### config.mk
export PLATFORM = sky130hd
export DESIGN_NAME = fetch_unit
export DESIGN_NICKNAME = d
export VERILOG_FILES = /design/src/rtl/fetch_unit_pkg.sv /design/src/rtl/fetch_hold_buf.sv /design/src/rtl/fetch_unit.sv
export SDC_FILE = /design/constraint.sdc
export NUM_CORES = 1
export LEC_CHECK = 0
export CAP_MARGIN = 30
export CORE_MARGIN = 3
export CORE_UTILIZATION = 43
export CTS_BUF_LIST = sky130_fd_sc_hd__clkbuf_8
export DETAILED_ROUTE_END_ITERATION = 8
export PLACE_DENSITY = 0.78
export RECOVER_POWER = 100
export SYNTH_ARGS = -nofsm -noshare
export SYNTH_HDL_FRONTEND = slang
export SYNTH_HIERARCHICAL = 1
export SYNTH_SLANG_ARGS = --single-unit
### constraint.sdc
create_clock -name CLK -period 5.06 [get_ports CLK]
set_input_delay 1.012 -clock CLK [delete_from_list [all_inputs] [get_ports CLK]]
set_output_delay 1.012 -clock CLK [all_outputs]
set_load 0.01 [all_outputs]
### src/rtl/fetch_unit_pkg.sv
// Shared types for the instruction fetch stage: FSM states, the IF/ID
// latch layout and the halt encoding.
package fetch_unit_pkg;

  localparam int WORD_W = 32;

  typedef logic [WORD_W-1:0] word_t;

  localparam word_t HALT_INSTR = 32'hFFFF_FFFF;

  typedef enum logic [1:0] {
    FETCH  = 2'd0,
    SQUASH = 2'd1,
    HOLD   = 2'd2,
    HALTED = 2'd3
  } fetch_state_t;

  typedef struct packed {
    logic  valid;
    word_t instr;
    word_t pc;
    word_t npc;
  } fetch_latch_t;

endpackage

### src/rtl/fetch_hold_buf.sv
// One-entry skid buffer that parks a fetched word while decode is stalled,
// remembering whether that word was the halt instruction.
module fetch_hold_buf
  import fetch_unit_pkg::*;
(
  input  logic         CLK,
  input  logic         nRST,
  input  logic         load,
  input  logic         drain,
  input  logic         clear,
  input  fetch_latch_t wr_entry,
  input  logic         wr_is_halt,
  output fetch_latch_t entry,
  output logic         is_halt
);

  fetch_latch_t entry_r;
  logic         is_halt_r;

  // Buffer storage; drain and clear both empty it.
  always_ff @(posedge CLK or negedge nRST) begin
    if (!nRST) begin
      entry_r   <= '0;
      is_halt_r <= 1'b0;
    end else if (clear || drain) begin
      entry_r   <= '0;
      is_halt_r <= 1'b0;
    end else if (load) begin
      entry_r   <= wr_entry;
      is_halt_r <= wr_is_halt;
    end else begin
      entry_r   <= entry_r;
      is_halt_r <= is_halt_r;
    end
  end

  assign entry   = entry_r;
  assign is_halt = is_halt_r;

endmodule

### src/rtl/fetch_unit.sv
// Instruction fetch stage: drives the icache request and PC update, owns the
// IF/ID register, absorbs decode stalls and handles redirects and halt.
module fetch_unit
  import fetch_unit_pkg::*;
#(
  parameter word_t HALT_WORD = HALT_INSTR
) (
  input  logic        CLK,
  input  logic        nRST,
  input  logic [31:0] curr_pc,
  input  logic [31:0] npc,
  output logic        pc_en,
  output logic [31:0] pc_new_pc,
  output logic        iREN,
  output logic [31:0] iaddr,
  input  logic        ihit,
  input  logic [31:0] iload,
  input  logic        id_stall,
  input  logic        redirect,
  input  logic [31:0] redirect_pc,
  output logic        if_valid,
  output logic [31:0] if_instr,
  output logic [31:0] if_pc,
  output logic [31:0] if_npc,
  output logic        halted
);

  fetch_state_t state_r, state_s;
  fetch_latch_t if_latch_r, if_latch_s;
  fetch_latch_t fetch_word_s, hold_entry_s;
  word_t        pending_pc_r, pending_pc_s;
  logic         out_ready_s, is_halt_s;
  logic         hold_load_s, hold_drain_s, hold_clear_s, hold_is_halt_s;

  assign out_ready_s  = ~if_latch_r.valid | ~id_stall;
  assign is_halt_s    = (iload == HALT_WORD);
  assign fetch_word_s = '{valid: 1'b1, instr: iload, pc: curr_pc, npc: npc};

  fetch_hold_buf u_hold_buf (
    .CLK        (CLK),
    .nRST       (nRST),
    .load       (hold_load_s),
    .drain      (hold_drain_s),
    .clear      (hold_clear_s),
    .wr_entry   (fetch_word_s),
    .wr_is_halt (is_halt_s),
    .entry      (hold_entry_s),
    .is_halt    (hold_is_halt_s)
  );

  // State, redirect target and IF/ID register.
  always_ff @(posedge CLK or negedge nRST) begin
    if (!nRST) begin
      state_r      <= FETCH;
      pending_pc_r <= 32'h0000_0000;
      if_latch_r   <= '0;
    end else begin
      state_r      <= state_s;
      pending_pc_r <= pending_pc_s;
      if_latch_r   <= if_latch_s;
    end
  end

  // Next state, PC control, icache request and IF/ID update.
  always_comb begin
    state_s      = state_r;
    pending_pc_s = pending_pc_r;
    pc_en        = 1'b0;
    pc_new_pc    = 32'h0000_0000;
    iREN         = 1'b0;
    iaddr        = 32'h0000_0000;
    hold_load_s  = 1'b0;
    hold_drain_s = 1'b0;
    hold_clear_s = 1'b0;
    if_latch_s   = if_latch_r;
    // A redirect always kills IF/ID; an accepting consumer with no new data sees a bubble.
    if (redirect || out_ready_s) begin
      if_latch_s.valid = 1'b0;
    end else begin
      if_latch_s = if_latch_r;
    end

    case (state_r)
      FETCH: begin
        iREN  = 1'b1;
        iaddr = curr_pc;
        if (ihit) begin
          if (redirect) begin
            pc_en     = 1'b1;
            pc_new_pc = redirect_pc;
          end else begin
            pc_en     = ~is_halt_s;
            pc_new_pc = is_halt_s ? 32'h0000_0000 : npc;
            if (out_ready_s) begin
              if_latch_s = fetch_word_s;
              state_s    = is_halt_s ? HALTED : FETCH;
            end else begin
              hold_load_s = 1'b1;
              state_s     = HOLD;
            end
          end
        end else if (redirect) begin
          // The outstanding request must complete before the PC can move.
          pending_pc_s = redirect_pc;
          state_s      = SQUASH;
        end else begin
          state_s = FETCH;
        end
      end
      SQUASH: begin
        iREN  = 1'b1;
        iaddr = curr_pc;
        if (ihit) begin
          pc_en     = 1'b1;
          pc_new_pc = redirect ? redirect_pc : pending_pc_r;
          state_s   = FETCH;
        end else if (redirect) begin
          pending_pc_s = redirect_pc;
        end else begin
          state_s = SQUASH;
        end
      end
      HOLD: begin
        if (redirect) begin
          hold_clear_s = 1'b1;
          pc_en        = 1'b1;
          pc_new_pc    = redirect_pc;
          state_s      = FETCH;
        end else if (out_ready_s) begin
          if_latch_s   = hold_entry_s;
          hold_drain_s = 1'b1;
          state_s      = hold_is_halt_s ? HALTED : FETCH;
        end else begin
          state_s = HOLD;
        end
      end
      HALTED: begin
        if (redirect) begin
          pc_en     = 1'b1;
          pc_new_pc = redirect_pc;
          state_s   = FETCH;
        end else begin
          state_s = HALTED;
        end
      end
      default: begin
        state_s = FETCH;
      end
    endcase
  end

  assign if_valid = if_latch_r.valid;
  assign if_instr = if_latch_r.instr;
  assign if_pc    = if_latch_r.pc;
  assign if_npc   = if_latch_r.npc;
  assign halted   = (state_r == HALTED);

endmodule

==> results.md <==
Place:
- The congestion estimate from routability-driven global placement came to 0.785.
- The post-DP HPWL is around 20,000 µm.
- Input and output buffers added on the ports amount to a little under 300.
- The number of cells in the design after placement is 1,418.

Global route:
- The number of antenna violations at the first check in global routing was 2.
- The total routing resource utilization after global routing is 0.228.
- The first-pass GRT wire length is 47,400 µm.
- Entering global routing, the biggest net connects 118 pins.
- The via count of the first global-routing pass is approximately 8,500.
- The total grt overflow is 0.

Synthesis:
- Sorting the synthesized cells by area gives the leading types as sky130_fd_sc_hd__dfrtp_1, sky130_fd_sc_hd__mux2i_1, sky130_fd_sc_hd__a222oi_1.
- Of the synthesized area, sequential elements account for 0.565.
- Counting flops with a built-in enable in the synthesized netlist gives 0.
- The commonest register cell after synthesis is sky130_fd_sc_hd__dfrtp_1.
- The gate count of the mapped netlist is 862.
- When the netlist entered floorplanning its net count stood at 995.
- The share of synthesized area in the top cell type comes to 0.565.
- The number of warning messages in the yosys log is 6.
- The summed instance area of the synthesized netlist is 0.0101 mm².
- The cell type with the largest total area after synthesis is sky130_fd_sc_hd__dfrtp_1.
- The synthesized area divided by synthesized cell count is about 12 µm².
- By instance count, the leading cell after synthesis is sky130_fd_sc_hd__dfrtp_1.
- In this run, synthesis produced a sequential element count of between 200 and 250.
- Counting flops with an async set or reset pin after synthesis yields a share of 1.00.
- By count the netlist is led by sky130_fd_sc_hd__dfrtp_1, sky130_fd_sc_hd__nor2_1, sky130_fd_sc_hd__inv_1, sky130_fd_sc_hd__mux2i_1, sky130_fd_sc_hd__a222oi_1.
- The count of distinct cell types in the synthesized netlist is 33.

Floorplan:
- The die outline area is 0.0255 mm².
- The placement row count is 55.
- The width of the chip is between 150 and 200 µm.
- 297 I/O pins were placed.
- The floorplan step defined a core boundary enclosing roughly 0.023 mm².
- The starting utilization of the core area is 0.443.
- The height of the die is between 150 and 200 µm.

Power:
- The worst-case IR drop observed on VDD is around 0.22 mV.
- The leakage power figure is 0.00689 µW.
- Power spread over the standard cell area amounts to 377 mW/mm².

STA:
- Setup violations remaining at the end of the flow were counted as 0.
- Setup repair after global routing left no endpoint under its margin.
- Headroom to the max-slew limit came out at -0.968.
- The transition time at the pin with the least slew margin is between 2000 and 3000 ps.
- For this run, the top clock speed supported by timing is 215 MHz.
- In the final timing run, aggregate negative setup slack is 0 ps.
- For the finished layout, the period the worst path requires is around 4700 ps.
- The final cycle utilization of the critical path is 0.920.
- The final hold violation count is 0.
- The number of max-slew violations in the final report is 191.
- The post-route clock skew is slightly below 20 ps.

Clocking:
- The register clock-pin slew on the reported worst setup and hold paths is 60 ps.
- Once the clock tree was built, the resizer swapped 0 gates to a different size.
- Buffers added to address setup during post-CTS repair amount to 0.
- CTS saw ~230 sinks.
- The number of levels in the clock H-tree is 2.
- The clock reaches the later pin of the worst-skew pair after about 520 ps.
- The number of buffers inserted during clock tree synthesis is 40.
- The TritonCTS clock tree is yes.
- The cell chosen for the clock root is sky130_fd_sc_hd__clkbuf_8.
- The number of buffers on the longest clock path is 3.
- The post-cts hold buffer count is 0.

Routing:
- Summed over all layers, the routed wires come to about 30,000 µm.
- The uppermost metal layer occupied by signal nets is met5.
- The first detailed-routing pass ran for 8 iterations.
- After detailed routing, the wire length on met1 is 12,200 µm.
- The met2 wire length is 13,900 µm.
- The detailed-route vias per instance is roughly 5.6.
- The starting DRC count in detailed routing is 842.
- The amount of wire on met3 after detailed routing is 2700 µm.
- The routed wire length per instance is slightly below 20 µm.
- The via total after detailed routing is 8,268.
- The number of nets with antenna violations after routing is 0.
- After detailed routing, the number of remaining DRC violations is 0.

Critical path:
- The critical path goes through dlygate4sd3_1, or4b_1, a21oi_1, buf_4, a21o_1, dlygate4sd3_1.
- The startpoint type of the worst setup path is an input pin.
- Counting both buffers and inverters, the worst setup path holds a total of 3.
- The cell family contributing the most delay on the critical path is buffers and inverters.
- The required arrival time at the worst endpoint is 4050 ps.
- The critical path in this run is classified as in -> out.
- The data arrival time of the worst path is 3640 ps.
- The worst setup path is captured at an output port.
- Among the stages of the critical path, the cell type that occurs most often is sky130_fd_sc_hd__dlygate4sd3_1.
- Of all nets on the critical path, the largest fanout is 19.
- The biggest cell delay along the critical path is 690 ps.
- The slowest cell on the critical path is sky130_fd_sc_hd__or4b_1.

Layout:
- The layout has 1,856 filler cells.
- Excluding fillers, the count of instances in the completed layout stands at 1,486.
- The final net count is 1,280.
- Of the cells placed in the final design, the portion with a size suffix greater than 1 is 0.0956.
- Relative to the synthesized area, the layout overhead comes to 39.1%.
- The area taken by multi-input logic gates is 0.00366 mm².
- In the final layout, flip-flops and latches occupy 0.00573 mm².

Outcome:
- The checks that failed: max-capacitance violations, max-slew violations.
- The flow ran to the end, but the final reports show violations.

Flow run:
- Across the run, the number of max-cap violations was 3.

Min path:
- The type of the tightest min-delay check is reg -> reg.
## routing by layer
layer  up-vias  GRT usage
li1       3714          -
met1      4115      0.297
met2       382      0.366
met3        55     0.0663
met4         2     0.0732
met5         -          0
## through the flow
step                setup slack, ps  total power (µW)   util  area (µm²)  hold slack, ps
floorplan                      1780              2980      -       10100             478
global route                    269              5610  0.616       14100             499
detailed placement              613              3710  0.582       13300             476
global placement                679              3650  0.582       13300             470
finish                          405              5320  0.616       14100             482
CTS                             607              5460  0.618       14200             491
## cell usage in the layout, fill, tap and decap left out
cell type                         instances
sky130_fd_sc_hd__clkbuf_1                 2
sky130_fd_sc_hd__nand2_1                  3
sky130_fd_sc_hd__nor3b_2                  1
sky130_fd_sc_hd__or2_1                    1
sky130_fd_sc_hd__a21oi_1                  6
sky130_fd_sc_hd__a22o_1                  32
sky130_fd_sc_hd__a21o_1                  32
sky130_fd_sc_hd__mux2_2                  32
sky130_fd_sc_hd__and3_1                   1
sky130_fd_sc_hd__nor2_4                   1
sky130_fd_sc_hd__a31oi_1                  1
sky130_fd_sc_hd__diode_2                  2
sky130_fd_sc_hd__clkbuf_8                51
sky130_fd_sc_hd__clkdlybuf4s50_1        132
sky130_fd_sc_hd__nand4_1                  8
sky130_fd_sc_hd__o21ai_0                  2
sky130_fd_sc_hd__nor2b_1                 33
sky130_fd_sc_hd__clkinv_2                 5
sky130_fd_sc_hd__mux2i_1                 98
sky130_fd_sc_hd__nor3b_1                  1
sky130_fd_sc_hd__clkbuf_2                 2
sky130_fd_sc_hd__a311o_1                  1
sky130_fd_sc_hd__a222oi_1                96
sky130_fd_sc_hd__nand3_1                  1
sky130_fd_sc_hd__inv_1                  107
sky130_fd_sc_hd__nand4b_1                 1
sky130_fd_sc_hd__conb_1                   1
sky130_fd_sc_hd__dfrtp_1                228
sky130_fd_sc_hd__bufinv_16                2
sky130_fd_sc_hd__dfrtp_2                  1
sky130_fd_sc_hd__nor4_1                   2
sky130_fd_sc_hd__buf_12                   4
sky130_fd_sc_hd__and3_4                   1
sky130_fd_sc_hd__or4b_1                   1
sky130_fd_sc_hd__buf_4                   12
sky130_fd_sc_hd__dlygate4sd3_1          163
sky130_fd_sc_hd__o21a_1                   2
sky130_fd_sc_hd__o2bb2ai_1                1
sky130_fd_sc_hd__nor2_1                 102
sky130_fd_sc_hd__o211ai_1                 1
## final cells by class
cell class / count / area share
tap: 313 / 0.0277
sequential: 229 / 0.406
inverter: 99 / 0.0263
timing repair buffer: 315 / 0.223
antenna: 2 / 0.000355
clock buffer: 51 / 0.0497
multi-input combinational: 462 / 0.259
clock inverter: 15 / 0.00816
## cell families (layout without fill, tap and decap cells)
family	count (synthesis)	count (layout)	synth area share
muxes	130	130	0.132
DFF	229	229	0.565
AOI/OAI and AO/OA	174	174	0.156
buffers and inverters	171	480	0.0746
other	1	3	0.000370
and+or+nand+nor	157	157	0.0718
## worst paths after layout
| check | start | to | slack (ps) | cells after the start |
|---|---|---|---|---|
| min in group asynchronous | nRST | if_pc[30]$_DFFE_PN0P_ | 1380 | 1 |
| max in group asynchronous | nRST | u_hold_buf/entry[36]$_DFFE_PN0P_ | 1540 | 2 |
| max | redirect | pc_new_pc[23] | 410 | 6 |
| min reg2reg | if_npc[14]$_DFFE_PN0P_ | if_npc[14]$_DFFE_PN0P_ | 480 | 2 |
| max reg2reg | state_r[1]$_DFFE_PN0P_ | if_npc[10]$_DFFE_PN0P_ | 1050 | 5 |
| min | if_npc[14]$_DFFE_PN0P_ | if_npc[14]$_DFFE_PN0P_ | 480 | 2 |
## flip-flops by register name (all words and copies together), names as in the netlist
signal,flops
if_pc,32
u_hold_buf/entry,97
pending_pc_r,32
if_instr,32
state_r,2
if_valid,1
if_npc,32
u_hold_buf/is_halt,1
## power breakdown
part | switching, µW | internal [µW] | leakage, µW | total [µW]
clock | 726 | 1000 | 0.000457 | 1730
sequential | 208 | 2220 | 0.00289 | 2430
combinational | 549 | 618 | 0.00354 | 1170
total | 1480 | 3840 | 0.00689 | 5320
## worst reg2reg max path, delay by kind of cell (launching register included)
| family | cells | cell delay, ps |
|---|---|---|
| AOI/OAI and AO/OA | 2 | 1830 |
| and+or+nand+nor | 1 | 750 |
| DFF | 1 | 720 |
| buffers and inverters | 2 | 670 |
Note: power is estimated with default switching activity, not from simulation.
